<file path="config.mk">
export PLATFORM = sky130hd
export DESIGN_NAME = clock_divider
export DESIGN_NICKNAME = d
export VERILOG_FILES = /design/src/rtl/clock_divider.sv
export SDC_FILE = /design/constraint.sdc
export NUM_CORES = 1
export LEC_CHECK = 0
export ABC_CLOCK_PERIOD_IN_PS = 12600
export CORE_MARGIN = 10
export CORE_UTILIZATION = 30
export DETAILED_ROUTE_END_ITERATION = 8
export GPL_TIMING_DRIVEN = 1
export REMOVE_ABC_BUFFERS = 1
export SLEW_MARGIN = 20
export SYNTH_ARGS = -nofsm -noshare
export SYNTH_HDL_FRONTEND = slang
export SYNTH_SLANG_ARGS = --single-unit
export TNS_END_PERCENT = 50
</file>
<file path="constraint.sdc">
create_clock -name clk -period 12.6 [get_ports clk]
set_input_delay 1.89 -clock clk [delete_from_list [all_inputs] [get_ports clk]]
set_output_delay 1.89 -clock clk [all_outputs]
set_load 0.01 [all_outputs]
</file>
<file path="src/rtl/clock_divider.sv">
// Programmable integer clock divider with glitch-free runtime ratio reload (load/ack handshake).
// Optional CLOCK_DIVIDER_ODD_DUTY50_EN adds a negedge phase flop for 50% duty on odd ratios.
module clock_divider #(
  parameter int unsigned DIV_W       = 8,
  parameter int unsigned DEFAULT_DIV = 4
) (
  input  logic             clk,
  input  logic             rst_n,
  input  logic             en,
  input  logic [DIV_W-1:0] div_val,
  input  logic             div_load,
  output logic             div_busy,
  output logic             div_ack,
  output logic             div_err,
  output logic             clk_out,
  output logic             tick
);

  localparam logic [DIV_W-1:0] DEF   = DIV_W'(DEFAULT_DIV);
  localparam logic [DIV_W-1:0] ONE   = DIV_W'(1);
  localparam logic [DIV_W-1:0] TWO   = DIV_W'(2);
  localparam logic [DIV_W:0]   ONE_W = (DIV_W+1)'(1);

  logic [DIV_W-1:0] active_div, pending_div, cnt;
  logic [DIV_W-1:0] cnt_nxt, active_nxt, last;
  logic [DIV_W:0]   half;
  logic             pending_vld, pos_q;
  logic             wrap, apply, load_ok, load_bad, phase_nxt;

  always_comb begin
    last       = active_div - ONE;
    wrap       = (cnt == last);
    apply      = en & wrap & pending_vld;
    load_ok    = div_load & (div_val >= TWO);
    load_bad   = div_load & (div_val < TWO);
    cnt_nxt    = cnt;
    active_nxt = active_div;
    if (en) begin
      cnt_nxt = wrap ? '0 : cnt + ONE;
      if (apply) active_nxt = pending_div;
    end
    // High-phase length uses the ratio in effect for the new count, so an apply edge always rises.
    half = ({1'b0, active_nxt} + ONE_W) >> 1;
`ifdef CLOCK_DIVIDER_ODD_DUTY50_EN
    if (active_nxt[0]) phase_nxt = (cnt_nxt < (active_nxt >> 1));
    else               phase_nxt = ({1'b0, cnt_nxt} < half);
`else
    phase_nxt = ({1'b0, cnt_nxt} < half);
`endif
  end

  always_ff @(posedge clk or negedge rst_n) begin
    if (!rst_n) begin
      active_div  <= DEF;
      cnt         <= DEF - ONE;
      pending_div <= DEF;
      pending_vld <= 1'b0;
      pos_q       <= 1'b0;
      div_ack     <= 1'b0;
      div_err     <= 1'b0;
    end else begin
      if (en) begin
        cnt        <= cnt_nxt;
        active_div <= active_nxt;
        pos_q      <= phase_nxt;
      end
      // A load on the apply edge wins: the old pending value is applied, the new one stays pending.
      if (load_ok) begin
        pending_div <= div_val;
        pending_vld <= 1'b1;
      end else if (apply) begin
        pending_vld <= 1'b0;
      end
      div_ack <= apply;
      div_err <= load_bad;
    end
  end

`ifdef CLOCK_DIVIDER_ODD_DUTY50_EN
  logic neg_q;

  always_ff @(negedge clk or negedge rst_n) begin
    if (!rst_n) neg_q <= 1'b0;
    else        neg_q <= pos_q;
  end

  assign clk_out = pos_q | (active_div[0] & neg_q);
`else
  assign clk_out = pos_q;
`endif

  assign tick     = en & wrap;
  assign div_busy = pending_vld;

endmodule

</file>
==> results.ini, run 1 <==
[routing]
ant_nets = 0
drtPass1Iterations = 4
viasPerCell = 5.047
num_vias = 1489
wire_per_inst_um = 14.14
drt-initial-drc-count = 153
drc = 0
wirelength_um = 4171

[final_layout]
diodes = 0
regArea_um2 = 705.7
fill_cells = 625
nets = 243
multiInputGateArea_mm2 = 0.001104
drive_above_1_share_pct = 10.91
area.growth.synth_to_final_pct = 15.06
final_cells = 295

[floorplan]
fp.dieH_um = 99.47
io_pins = 17
die_area_mm2 = 0.009893
row_count = 28
initial_core_util_pct = 31.44
core_region_area_mm2 = 0.006026
die_w_um = 99.47

[cts]
tritoncts = built
postCtsSetupBuffers = 0
htreeDepth = 1
path_clk_slew_ns = 0.10
cts_buffers = 3
cts_sinks = 28
worstSkewPairLatency_ns = 0.29
ctsRootBufferMaster = clkbuf_8
cts.repair.resized = 0
cts_buffer_depth = 2
hold_buffers = 0

[sta]
period_needed_ns = 5.816
tns_ns = 0
skew_ns = 0.008353
period_share_pct = 46.16
report.final.setup_viol = 0
hold_violations = 0
drv_slew = 0
tightest_slew_ns = 0.9200
rsz0062_at_grt = no
timing.fmax_mhz = 171.9
slew_headroom_pct = 38.21

[yosys]
ys_ff_latch = 28
yosysTopAreaCell = dfrtp_1
synth_flop_cell = dfrtp_1
synth_area_leaders = dfrtp_1 (32%), ha_1 (6.6%), nand2_1 (6.3%), dfstp_2 (5.5%), xnor2_1 (5.5%)
syn_area_per_cell_um2 = 9.021
synthCells = 210
synth_area_mm2 = 0.001894
synth_edf_count = 0
async_reset_ff_share_pct = 100.0
yosys.cell_types.count = 39
synth_top_area_share_pct = 31.70
synth-seq-area-share_pct = 37.25
yosys_warnings = 0

[pwr]
p_per_area_mw_per_mm2 = 136.2
peakVddDrop_mv = 0.06006
p_leak_nw = 0.9350

[grt]
grt_util_all_layers_pct = 8.530
grt_pass1_wl_um = 7003
grt-ovfl-total = 0
antenna_found_initial = 0
grt_pass1_vias = 1482
grt_max_degree = 29

[outcome]
status = completed

[setup_path]
cp.arrival_ns = 6.02
cp_max_fo = 22
end_kind = register
crit_required_ns = 12.80
path_class = input pin to register
critPathLaunchType = input pin

[worst_hold_path]
hold_path.class = register to register

[run]
maxCapViolCount = 0

[place]
dpl.cell_count = 291
portBuffers = 16
gp_congestion = 0.8309
dpl.hpwl_um = 3164

logic make-up (layout without fill, tap and decap cells):
family / Yosys count / count (layout) / share of synthesized area (%)
and+or+nand+nor: 81 / 81 / 22.26
AOI/OAI and AO/OA: 39 / 39 / 12.95
DFF: 28 / 28 / 37.25
xor gates and xnor gates: 24 / 24 / 11.49
buffers and inverters: 20 / 30 / 4.491
adders and majority gates: 10 / 10 / 6.605
muxes: 8 / 8 / 4.954
placed cells by master, fill, tap and decap left out, types with 3 or more instances in the layout:
| cell | instances |
|---|---|
| nand2_1 | 32 |
| dfrtp_1 | 24 |
| clkdlybuf4s50_1 | 16 |
| nand3_1 | 13 |
| xnor2_1 | 12 |
| o21ai_0 | 12 |
| xor2_1 | 11 |
| nor2_1 | 10 |
| ha_1 | 10 |
| inv_1 | 8 |
| a21oi_1 | 7 |
| mux2_2 | 7 |
| o22ai_1 | 6 |
| a21o_1 | 5 |
| nor3_1 | 4 |
| and3_1 | 4 |
| dfstp_2 | 4 |
| nor3b_1 | 3 |
| clkbuf_8 | 3 |
final cells by class:
class | count | share of cell area, %
flip-flops and latches | 28 | 32.38
inverters | 8 | 1.378
multi-input cells | 162 | 50.63
well taps | 75 | 4.305
repair buffers | 18 | 8.037
clock buffers | 3 | 1.894
clock inverters | 1 | 1.378
through the flow:
stage / setup WS [ns] / total power [mW] / hold WS [ns] / utilization (%) / instance area, um2
finish: 6.784 / 0.2968 / 0.4949 / 36.17 / 2180
global route: 6.380 / 0.3194 / 0.5090 / 36.17 / 2180
detailed placement: 6.489 / 0.2274 / 0.4819 / 34.99 / 2108
CTS: 6.773 / 0.3015 / 0.4959 / 36.17 / 2180
floorplan: 7.997 / 0.1975 / 0.4536 / - / 1839
global placement: 6.660 / 0.2241 / 0.4791 / 34.99 / 2108
cell usage after synthesis, types with 2 or more instances:
cell and instances:
o21ai_1 2, and3_1 4, a21o_1 5, and2_1 2
dfrtp_1 24, a21oi_1 7, ha_1 10, nor3_1 4
nor4_1 2, nand2_1 32, buf_4 2, nand3_1 13
dfstp_2 4, nor4_4 2, inv_1 8, o21ai_0 12
nand4_1 2, xnor2_1 12, mux2_2 7, clkbuf_1 8
o211ai_1 2, xor2_1 11, nand2b_1 2, nor3b_1 3
buf_2 2, nor2_1 10, o22ai_1 6
critical path: stages:
cell and delay [ns]:
clkdlybuf4s50_1 0.89, o211ai_1 0.25, nor4_4 0.74, nand2_1 0.15, o21ai_0 0.14, ha_1 0.27, nand3_1 0.13, nor2_1 0.20
xnor2_1 0.14, nand2_1 0.06, o21ai_0 0.12, ha_1 0.27, a21o_1 0.16, a21o_1 0.16, a21oi_1 0.18, nand3_1 0.11
o221ai_1 0.14
path summary, 6_finish.rpt:
check	startpoint	endpoint	slack [ns]	cells past startpoint
max	en	clk_out	6.78	17
min	pending_div[2]	pending_div[2]	0.49	2
max reg2reg	active_div[0]	clk_out	8.04	19
min reg2reg	pending_div[2]	pending_div[2]	0.49	2
max in group asynchronous	rst_n	pending_div[2]	10.30	2
min in group asynchronous	rst_n	cnt[4]	1.97	2
power by group:
| group | leakage [nW] | switching [mW] | total [mW] | internal (mW) |
|---|---|---|---|---|
| sequential | 0.328 | 0.0217 | 0.129 | 0.107 |
| combinational | 0.571 | 0.0495 | 0.0959 | 0.0464 |
| clock | 0.0357 | 0.0297 | 0.0723 | 0.0426 |
registers in the layout (all words and copies together) (netlist names):
register     cells
cnt              8
pending_div      8
clk_out          1
div_ack          1
active_div       8
div_busy         1
div_err          1
metal layers:
layer / part of all wire [%] / up-vias / track usage, %
met5: 0 / - / 0
met4: 0.91 / 0 / 3.638
met3: 2.4 / 3 / 1.522
met2: 50 / 16 / 14.08
met1: 47 / 715 / 10.60
li1: - / 755 / -
Power figures use the tool's default switching activity.
==> run 2, diff against run 1 <==
--- a/config.mk
+++ b/config.mk
@@ -5,7 +5,7 @@
 export SDC_FILE = /design/constraint.sdc
 export NUM_CORES = 1
 export LEC_CHECK = 0
-export ABC_CLOCK_PERIOD_IN_PS = 12600
+export ABC_CLOCK_PERIOD_IN_PS = 5300
 export CORE_MARGIN = 10
 export CORE_UTILIZATION = 30
 export DETAILED_ROUTE_END_ITERATION = 8
==> constraint.sdc (replaced) <==
create_clock -name clk -period 5.3 [get_ports clk]
set_input_delay 0.795 -clock clk [delete_from_list [all_inputs] [get_ports clk]]
set_output_delay 0.795 -clock clk [all_outputs]
set_load 0.01 [all_outputs]
==> run 2 against run 1 <==
Hold slack worse by 0.0011 ns. Via count increased by 0.27%. Sequential share of layout area is 0.22 points lower. Global-route usage increased by 0.24 points. Routed wire length is 1.8% higher. Die area unchanged. Worst setup slack worse by 5.8 ns. Sequential power up 140%. Register-to-register slack worse by 7.0 ns. Flip-flop and latch count is the same. Cell area rose by 0.69%. Largest power group unchanged. Final cell count increased by 0.68%.
==> results.ini, run 2 (same netlist as run 1, synthesis figures left out) <==
[pwr]
p_leak_nw = 0.9452  ; +1.1%
peakVddDrop_mv = 0.1367  ; +130%
p_sw_mw = 0.2467  ; +140%
p_per_area_mw_per_mm2 = 325.4  ; +140%
pwr-share-clk_pct = 24.6  ; +0.3 points
total_power_mw = 0.7141  ; +140%
combPwrFrac_pct = 32.6  ; +0.3 points
p_int_mw = 0.4674  ; +140%
p_sw_share_pct = 34.54  ; +0.58 points
pwr-share-seq_pct = 42.9  ; -0.5 points

[final_layout]
final_cell_mix = nand2_1 (32), dfrtp_1 (24), clkdlybuf4s50_1 (16), nand3_1 (13)
drive_above_1_share_pct = 11.71  ; +0.80 points
area.growth.synth_to_final_pct = 15.85
diodes = 0  ; unchanged
final_cells = 297  ; +0.68%
final_common_cell = nand2_1
nets = 245  ; +0.82%
reg_top3 = active_div (8), cnt (8), pending_div (8)

[routing]
wirelength_um = 4247  ; +1.8%
drtPass1Iterations = 6  ; +2
drt-initial-drc-count = 82  ; -46%
wire_per_inst_um = 14.30  ; +1.1%
drc = 0  ; unchanged
viasPerCell = 5.027  ; -0.41%
ant_nets = 0  ; unchanged
num_vias = 1493  ; +0.27%

[floorplan]
die_area_mm2 = 0.009893  ; unchanged
io_pins = 17  ; unchanged
core_region_area_mm2 = 0.006026  ; unchanged
die_w_um = 99.47  ; unchanged
row_count = 28  ; unchanged
initial_core_util_pct = 31.44  ; unchanged
fp.dieH_um = 99.47  ; unchanged

[outcome]
status = completed

[setup_path]
setup.worst_path.start = active_div[0]
r2r_cells = 20  ; +1
path_class = register to register
critPathLaunchType = register
ff2ff_setup_slack_ns = 1.01  ; -7.03 ns
timing.rr.end = clk_out
cp.arrival_ns = 4.50  ; -1.52 ns
cp_max_fo = 12  ; -45%
crit_required_ns = 5.51  ; -7.29 ns
reg2reg_from = active_div[0]
end_kind = register

[cts]
cts_buffer_depth = 2  ; unchanged
ctsRootBufferMaster = clkbuf_8
cts_buffers = 3  ; unchanged
cts_sinks = 28  ; unchanged
postCtsSetupBuffers = 0  ; unchanged
path_clk_slew_ns = 0.11  ; about the same
cts.repair.resized = 0  ; unchanged
hold_buffers = 0  ; unchanged
htreeDepth = 1  ; unchanged
tritoncts = built
worstSkewPairLatency_ns = 0.29  ; about the same

[worst_hold_path]
hp-start = pending_div[2]
holdPathEnd = pending_div[2]
hold_path.class = register to register
hold_depth = 2  ; unchanged

[place]
dpl.hpwl_um = 3137  ; -0.87%
pre_cts_ws_ns = 1.080  ; -5.409 ns
gp_congestion = 0.8165  ; -1.7%
portBuffers = 16  ; unchanged
dpl.cell_count = 293  ; +0.69%

[run]
maxCapViolCount = 0  ; unchanged

[grt]
antenna_found_initial = 0  ; unchanged
grt_pass1_wl_um = 7189  ; +2.7%
grt_max_degree = 29  ; unchanged
grt-ovfl-total = 0  ; unchanged
grt_util_all_layers_pct = 8.773  ; +0.24 points
grt_pass1_vias = 1482  ; unchanged

[sta]
setup_slack_ns = 1.014  ; -5.770 ns
period_needed_ns = 4.286
skew_ns = 0.007305  ; -0.001048 ns
slew_headroom_pct = 71.18  ; +33 points
tns_ns = 0  ; unchanged
rsz0062_at_grt = no
period_share_pct = 80.87
timing.fmax_mhz = 233.3
hold_violations = 0  ; unchanged
report.final.setup_viol = 0  ; unchanged
tightest_slew_ns = 0.4321  ; -0.4879 ns
drv_slew = 0  ; unchanged

==> run 2: how the worst max path moves through the flow <==
stage	end	slack [ns]	cells past startpoint
floorplan	clk_out	0.92	19
global route	clk_out	0.59	21
CTS	clk_out	1.04	20
finish	clk_out	1.01	20
global placement	clk_out	1.18	20
detailed placement	clk_out	1.08	19
==> run 2: cell type report <==
type | instances | area (um2)
repair buffers | 20 | 190.2
inverters | 8 | 30.03
flip-flops and latches | 28 | 705.7
clock inverters | 1 | 30.03
fillers | 613 | 3831
clock buffers | 3 | 41.29
multi-input cells | 162 | 1104
well taps | 75 | 93.84
==> run 2: per-stage QoR <==
stage	utilization, %	hold WS, ns	instance area (um2)
after floorplan	-	0.4536	1839
after global placement	35.24	0.4759	2123
after detailed placement	35.24	0.4775	2123
after CTS	36.42	0.4925	2195
after global routing	36.42	0.5120	2195
final	36.42	0.4937	2195
==> run 2: power groups by stage <==
stage	logic, mW	registers [mW]	clock network, mW
floorplan	0.172	0.297	0
global placement	0.224	0.310	0
detailed placement	0.228	0.310	0
CTS	0.234	0.306	0.181
global route	0.268	0.314	0.186
finish	0.233	0.306	0.175
==> run 2: layer usage <==
metal | share of wire, % | global-route usage [%] | wire length [um] | vias up
li1 | - | - | - | 756
met1 | 48 | 10.76 | 2031 | 716
met2 | 48 | 14.83 | 2037 | 16
met3 | 2.8 | 1.799 | 121 | 5
met4 | 1.3 | 2.977 | 56 | 0
met5 | 0 | 0 | 0 | -
==> run 2: worst max-delay path, cell delays in order (launching register included) <==
cell	delay, ns
dfrtp_1	0.51
inv_1	0.12
ha_1	0.27
xor2_1	0.17
o31a_1	0.34
nor4_1	0.27
buf_4	0.22
and3_1	0.33
o21ai_0	0.14
ha_1	0.26
nand3_1	0.14
nor2_1	0.09
xnor2_1	0.12
nand2_1	0.06
o21ai_0	0.08
ha_1	0.31
a21o_1	0.16
a21o_1	0.16
a21oi_1	0.20
nand3_1	0.10
o221ai_1	0.15
